$ cat config.mk
export PLATFORM = sky130hd
export DESIGN_NAME = uart_midi_tx
export DESIGN_NICKNAME = d
export VERILOG_FILES = /design/src/rtl/uart_midi_tx_pkg.sv /design/src/rtl/uart_midi_tx_uart_tx.sv /design/src/rtl/uart_midi_tx.sv
export SDC_FILE = /design/constraint.sdc
export NUM_CORES = 1
export LEC_CHECK = 0
export BUFFER_PORTS_ARGS = -buffer_cell sky130_fd_sc_hd__buf_2
export CAP_MARGIN = 20
export CELL_PAD_IN_SITES_DETAIL_PLACEMENT = 2
export CELL_PAD_IN_SITES_GLOBAL_PLACEMENT = 2
export CORE_MARGIN = 1.5
export CORE_UTILIZATION = 30
export DETAILED_ROUTE_END_ITERATION = 8
export MAX_ROUTING_LAYER = met4
export PLACE_DENSITY_LB_ADDON = 0.12
export RECOVER_POWER = 25
export SYNTH_ARGS = -nofsm -noshare
export SYNTH_HDL_FRONTEND = slang
export SYNTH_SLANG_ARGS = --single-unit
$ cat constraint.sdc
create_clock -name clk_in -period 3.7 [get_ports clk_in]
set_input_delay 0.555 -clock clk_in [delete_from_list [all_inputs] [get_ports clk_in]]
set_output_delay 0.555 -clock clk_in [all_outputs]
set_load 0.1 [all_outputs]
$ cat src/rtl/uart_midi_tx_pkg.sv
// uart_midi_tx_pkg: shared constants and FSM state type for the MIDI UART transmit path.
package uart_midi_tx_pkg;
   localparam int MIDI_BYTES = 24;
   localparam logic [7:0] STATUS_MIN = 8'h80;
   localparam logic [7:0] SYSCOM_MIN = 8'hF0;
   localparam logic [7:0] RT_MIN = 8'hF8;
   typedef enum logic [1:0] {IDLE, START, DATA, STOP} tx_state_t;
endpackage

$ cat src/rtl/uart_midi_tx_uart_tx.sv
// uart_tx: single-byte 8N1 serialiser, LSB first.
// ready_o is also high on the last stop-bit cycle so bytes can run back-to-back.
module uart_tx
   import uart_midi_tx_pkg::*;
#(
   parameter int CLOCKS_PER_BAUD = 32
) (
   input  logic       clk_in,
   input  logic       rst_in,
   input  logic [7:0] data_i,
   input  logic       valid_i,
   output logic       ready_o,
   output logic       tx_o
);
   localparam int CW = $clog2(CLOCKS_PER_BAUD);
   localparam logic [CW-1:0] LAST = CW'(CLOCKS_PER_BAUD - 1);
   tx_state_t state;
   logic [CW-1:0] cnt;
   logic [2:0] bit_idx;
   logic [7:0] sh;
   logic last;
   assign last = cnt == LAST;
   assign ready_o = state == IDLE || (state == STOP && last);
   always_ff @(posedge clk_in or negedge rst_in)
      if (!rst_in) begin
         state <= IDLE;
         cnt <= '0;
         bit_idx <= '0;
         sh <= '0;
         tx_o <= 1'b1;
      end else if (valid_i && ready_o) begin
         state <= START;
         cnt <= '0;
         sh <= data_i;
         tx_o <= 1'b0;
      end else if (state != IDLE) begin
         cnt <= last ? '0 : cnt + 1'b1;
         if (last)
            case (state)
               START: begin
                  state <= DATA;
                  tx_o <= sh[0];
                  sh <= sh >> 1;
                  bit_idx <= '0;
               end
               DATA:
                  if (bit_idx == 3'd7) begin
                     state <= STOP;
                     tx_o <= 1'b1;
                  end else begin
                     tx_o <= sh[0];
                     sh <= sh >> 1;
                     bit_idx <= bit_idx + 3'd1;
                  end
               default: state <= IDLE;
            endcase
      end
endmodule

$ cat src/rtl/uart_midi_tx.sv
// uart_midi_tx: MIDI message sequencer with running-status compression over a uart_tx.
// The first byte is handed to the serialiser on the acceptance edge itself so the start bit follows at once.
module uart_midi_tx
   import uart_midi_tx_pkg::*;
#(
   parameter int CLOCKS_PER_BAUD = 32,
   parameter int RUNNING_STATUS = 1
) (
   input  logic                  clk_in,
   input  logic                  rst_in,
   input  logic                  valid_in,
   input  logic [MIDI_BYTES-1:0] midi_bytes_in,
   input  logic [1:0]            len_in,
   output logic                  ready_out,
   output logic                  tx_out,
   output logic                  busy_out
);
   logic [7:0] b0, last_status, tx_data;
   logic chan, skip, tx_valid, tx_ready;
   logic [1:0] eff, rem;
   logic [MIDI_BYTES-1:0] msg;
   assign b0 = midi_bytes_in[23:16];
   assign chan = b0 >= STATUS_MIN && b0 < SYSCOM_MIN;
   assign skip = RUNNING_STATUS != 0 && len_in != 2'd0 && chan && b0 == last_status;
   assign eff = len_in - {1'b0, skip};
   assign tx_valid = busy_out ? rem != 2'd0 : ready_out && valid_in && eff != 2'd0;
   assign tx_data = busy_out ? msg[23:16] : skip ? midi_bytes_in[15:8] : b0;
   always_ff @(posedge clk_in or negedge rst_in)
      if (!rst_in) begin
         ready_out <= 1'b0;
         busy_out <= 1'b0;
         msg <= '0;
         rem <= '0;
         last_status <= '0;
      end else if (ready_out) begin
         if (valid_in) begin
            ready_out <= 1'b0;
            busy_out <= 1'b1;
            msg <= skip ? midi_bytes_in << 16 : midi_bytes_in << 8;
            rem <= eff == 2'd0 ? 2'd0 : eff - 2'd1;
            if (RUNNING_STATUS != 0 && len_in != 2'd0)
               last_status <= chan ? b0 : (b0 >= SYSCOM_MIN && b0 < RT_MIN) ? 8'h00 : last_status;
         end
      end else if (busy_out) begin
         if (tx_ready && tx_valid) begin
            msg <= msg << 8;
            rem <= rem - 2'd1;
         end else if (tx_ready) begin
            ready_out <= 1'b1;
            busy_out <= 1'b0;
         end
      end else
         ready_out <= 1'b1;
   uart_tx #(.CLOCKS_PER_BAUD(CLOCKS_PER_BAUD)) u_tx (
      .clk_in(clk_in),
      .rst_in(rst_in),
      .data_i(tx_data),
      .valid_i(tx_valid),
      .ready_o(tx_ready),
      .tx_o(tx_out)
   );
endmodule

==> reports/qor.txt <==
==============================================================================
Net total in the final layout                                              343
Site row count                                                              35
Number of buffers added for setup after CTS                                  0
Total clock buffers created by CTS                                           5
Syn_nets                                                                   320
Top_reg_cell synth                                                sky130_fd_sc_hd__dfrtp_1
Total routing resource utilization after global routing                  17.1%
Post-DP HPWL                                                           5740 µm
Count of cells along the worst register-to-register path                    10
Worst-case headroom to the max-slew limit                               -13.5%
Routed wire length                                                     7750 µm
Reg-to-Reg End                                                    u_tx.sh[7]$_DFFE_PN0P_
Switching power                                                      0.00112 W
Layer carrying the most global-route usage                                met2
Post-route standard cell area excluding fillers                    0.00310 mm²
Die area                                                           0.00994 mm²
Met3 track demand over resource in global routing                        2.74%
Clock insertion delay at the later pin of the skew report               300 ps
Met1 GRT Util                                                            21.7%
Delay of the slowest cell on the worst path                             400 ps
Post-placement cell area                                           0.00302 mm²
Max-slew violation count                                                    30
Synthesis-stage register bit count                                          47
Critical Path End Type                                                register
Sequential fraction of the synthesis area                                42.0%
Share of power burned in registers                                       35.9%
Per-cell via count in the routed design                                   5.47
Critical hold path startpoint                                     midi_bytes_in[6]
Comb pwr share                                                           51.7%
Leading cell type in the layout, fill and taps excluded           sky130_fd_sc_hd__dfrtp_1
DR pass1 iterations                                                          4
FMAX                                                                   339 MHz
Synth Area in Adders                                                     4.46%
Share of cells above drive strength 1                                    17.7%
Die Width                                                              99.7 µm
TritonCTS clock tree                                                     built
Fill cell instance count of the final layout                              1010
WP data required                                                       3890 ps
Clk pin slew, worst setup/hold paths                                     90 ps
Number of instances resized during post-cts repair                           0
CTS Root Cell                                                     sky130_fd_sc_hd__clkbuf_8
Iteration-0 DRC Markers                                                     53
Destination of the worst hold path                                msg[14]$_DFFE_PN0P_
Net switching fraction of the power                                      44.8%
RSZ-0062 raised after global routing                                     false
Period Utilization, post-route                                           79.8%
Final Setup Violations                                                       0
Largest fanout of any net on the critical path                              13
Fraction of synthesized area in multiplexers                             6.24%
Shortest clock period the worst path allows after layout               2950 ps
Inserted Diodes                                                              0
Avg Cell Area, Syn                                                    9.98 µm²
Failing checks                                                    max-capacitance violations, max-slew violations
Synth Area in Simple Gates                                               16.8%
Main combinational cell family by area after synthesis            compound AO/OA/AOI/OAI gates
Cell count after synthesis                                                 281
Top-level port count                                                        32
Final Wtd Congestion                                                     0.757
Via count                                                                 2277
Hold-fix buffers, CTS                                                        0
Crit Path Class                                                   register to register
Hold-critical path depth                                                     2
Worst Tran Pin Value                                                   1700 ps
Number of flops mapped to enable cells by yosys                              0
Worst setup skew after layout                                          11.2 ps
Data arrival time of the critical path                                 3140 ps
Compound-Gate Fraction of Synth Area                                     21.1%
Number of warnings printed during yosys synthesis                            0
Remaining DRCs                                                               0
Per-cell routed wire length                                            18.6 µm
Internal cell power                                                  0.00138 W
Clock net sink count                                                        47
Highest-count cells in the layout ignoring fill and taps          sky130_fd_sc_hd__dfrtp_1 (46), sky130_fd_sc_hd__buf_2 (30), sky130_fd_sc_hd__nand2_1 (18)
Final Hold Violating Endpoints                                               0
Result of the run                                                 complete, but fails checks
Setup slack of the worst register-to-register path                      750 ps
Floorplan die height                                                   99.7 µm
Dominant cell type by area after synthesis                        sky130_fd_sc_hd__dfrtp_1
Static leakage                                                         1.30 nW
H-tree levels                                                                2
Critical path cell sequence                                       xnor2_1 -> nand4_1 -> nor3_2 -> ha_1 -> nor2b_2 -> o31a_2 -> nor2_2 -> o311a_1 -> buf_4 -> mux2_4
Maximum number of pins on one net before global-route repair                30
Slowest stage cell, crit path                                     sky130_fd_sc_hd__dfrtp_1
Xor/xnor share of the synthesized area                                   2.81%
Number of violations of the max-capacitance limit                            1
Initial antenna violation count                                              0
Worst path bufs/invs                                                         1
Classification of the worst-slack hold path                       input pin to register
Synth async-reset ratio                                                   100%
Remaining global-route overflow                                              0
Met2 Use GR                                                              28.5%
Synthesized area                                                   0.00281 mm²
Count of port buffers added during placement                                31
Worst setup path startpoint                                       last_status[0]$_DFFE_PN0P_
Global-route wire length before repair                                12900 µm
Core area                                                          0.00915 mm²
Main area contributors after synthesis                            sky130_fd_sc_hd__dfrtp_1 (41%), sky130_fd_sc_hd__mux2i_1 (5.7%), sky130_fd_sc_hd__ha_1 (4.5%)
Count of cell types in the netlist                                          53
CTS Buffer Depth                                                             2
Via count of the first global-routing pass                                2451
Starting Density                                                         30.6%
Area share of the largest cell type after synthesis                      41.0%
Launching point of the worst reg2reg path                         last_status[0]$_DFFE_PN0P_
Area Overhead vs Synth                                                   10.5%
Category of the worst setup path launch point                         register
Count of nets left with antenna violations after detail routing              0
Kind of cell adding the most delay to the critical path           simple AND/OR/NAND/NOR gates
Clock power frac                                                         12.5%
Setup TNS                                                                 0 ps
Peak supply drop                                                      0.196 mV
Pwr dens                                                            805 mW/mm²
==============================================================================
-- layout make-up --
class / instances / area [µm²] / share of cell area [%]
Multi-Input combinational cell: 199 / 1450 / 46.7
Timing Repair Buffer: 38 / 206 / 6.66
Clock buffer: 7 / 76.3 / 2.46
Inverter: 13 / 48.8 / 1.57
Tap cell: 111 / 139 / 4.48
Clock inverter: 1 / 5.00 / 0.161
Sequential cell: 47 / 1180 / 38.0
-- stage by stage --
step / total power, W / worst slack, ps / utilization (%) / hold WS (ps) / cells
floorplan: 0.00190 / 607 / - / 259 / 281
global placement: 0.00219 / 506 / 33.0 / 462 / 408
detailed placement: 0.00222 / 437 / 33.0 / 472 / 408
CTS: 0.00255 / 715 / 33.9 / 321 / 416
global route: 0.00271 / 558 / 33.9 / 482 / 416
finish: 0.00250 / 746 / 33.9 / 483 / 416
-- layer usage --
metal	vias to the layer above	share of wire [%]
li1	1075	-
met1	1168	46
met2	26	51
met3	8	2.2
met4	0	0.99
met5	-	0
-- state kept, by name (all words and copies together) (netlist names) --
name          count
msg              16
u_tx.sh           8
rem               2
u_tx.bit_idx      3
u_tx.state        2
ready_out         1
u_tx.tx_o         1
busy_out          1
last_status       8
u_tx.cnt          5
-- synth_stat cells, types with 4 or more instances --
cell,count
sky130_fd_sc_hd__mux2i_1,16
sky130_fd_sc_hd__a21oi_1,15
sky130_fd_sc_hd__a32oi_1,7
sky130_fd_sc_hd__buf_4,4
sky130_fd_sc_hd__a311o_1,7
sky130_fd_sc_hd__nor3b_1,8
sky130_fd_sc_hd__inv_1,13
sky130_fd_sc_hd__nor2b_1,9
sky130_fd_sc_hd__a22o_1,12
sky130_fd_sc_hd__nand3_1,9
sky130_fd_sc_hd__dfrtp_1,46
sky130_fd_sc_hd__buf_2,5
sky130_fd_sc_hd__nand4_1,10
sky130_fd_sc_hd__o21ai_1,8
sky130_fd_sc_hd__nor2_1,14
sky130_fd_sc_hd__nand2_1,18
sky130_fd_sc_hd__ha_1,10
sky130_fd_sc_hd__xnor2_1,7
sky130_fd_sc_hd__nor3_1,8
sky130_fd_sc_hd__clkbuf_1,9
-- power by group through the flow --
stage | logic (W) | registers (W) | clock network [W]
after floorplan | 0.000928 | 0.000976 | 0
after global placement | 0.00128 | 0.000904 | 0
after detailed placement | 0.00131 | 0.000908 | 0
after CTS | 0.00132 | 0.000899 | 0.000331
after global routing | 0.00144 | 0.000927 | 0.000343
final | 0.00129 | 0.000896 | 0.000311
-- kinds of logic (layout without fill, tap and decap cells) --
| logic type | after synthesis | in the layout |
|---|---|---|
| AOI/OAI and AO/OA | 76 | 76 |
| xor gates and xnor gates | 9 | 9 |
| and+or+nand+nor | 87 | 87 |
| DFF | 47 | 47 |
| adders and majority gates | 10 | 10 |
| muxes | 17 | 17 |
| buffers and inverters | 35 | 59 |
-- worst max path at each step --
stage	slack [ps]	to	cells past startpoint
after floorplan	610	u_tx.sh[7]$_DFFE_PN0P_	12
after global placement	510	u_tx.sh[7]$_DFFE_PN0P_	11
after detailed placement	440	u_tx.sh[7]$_DFFE_PN0P_	11
after CTS	710	u_tx.sh[7]$_DFFE_PN0P_	10
after global routing	560	u_tx.sh[7]$_DFFE_PN0P_	10
final	750	u_tx.sh[7]$_DFFE_PN0P_	10
Power figures use the tool's default switching activity.
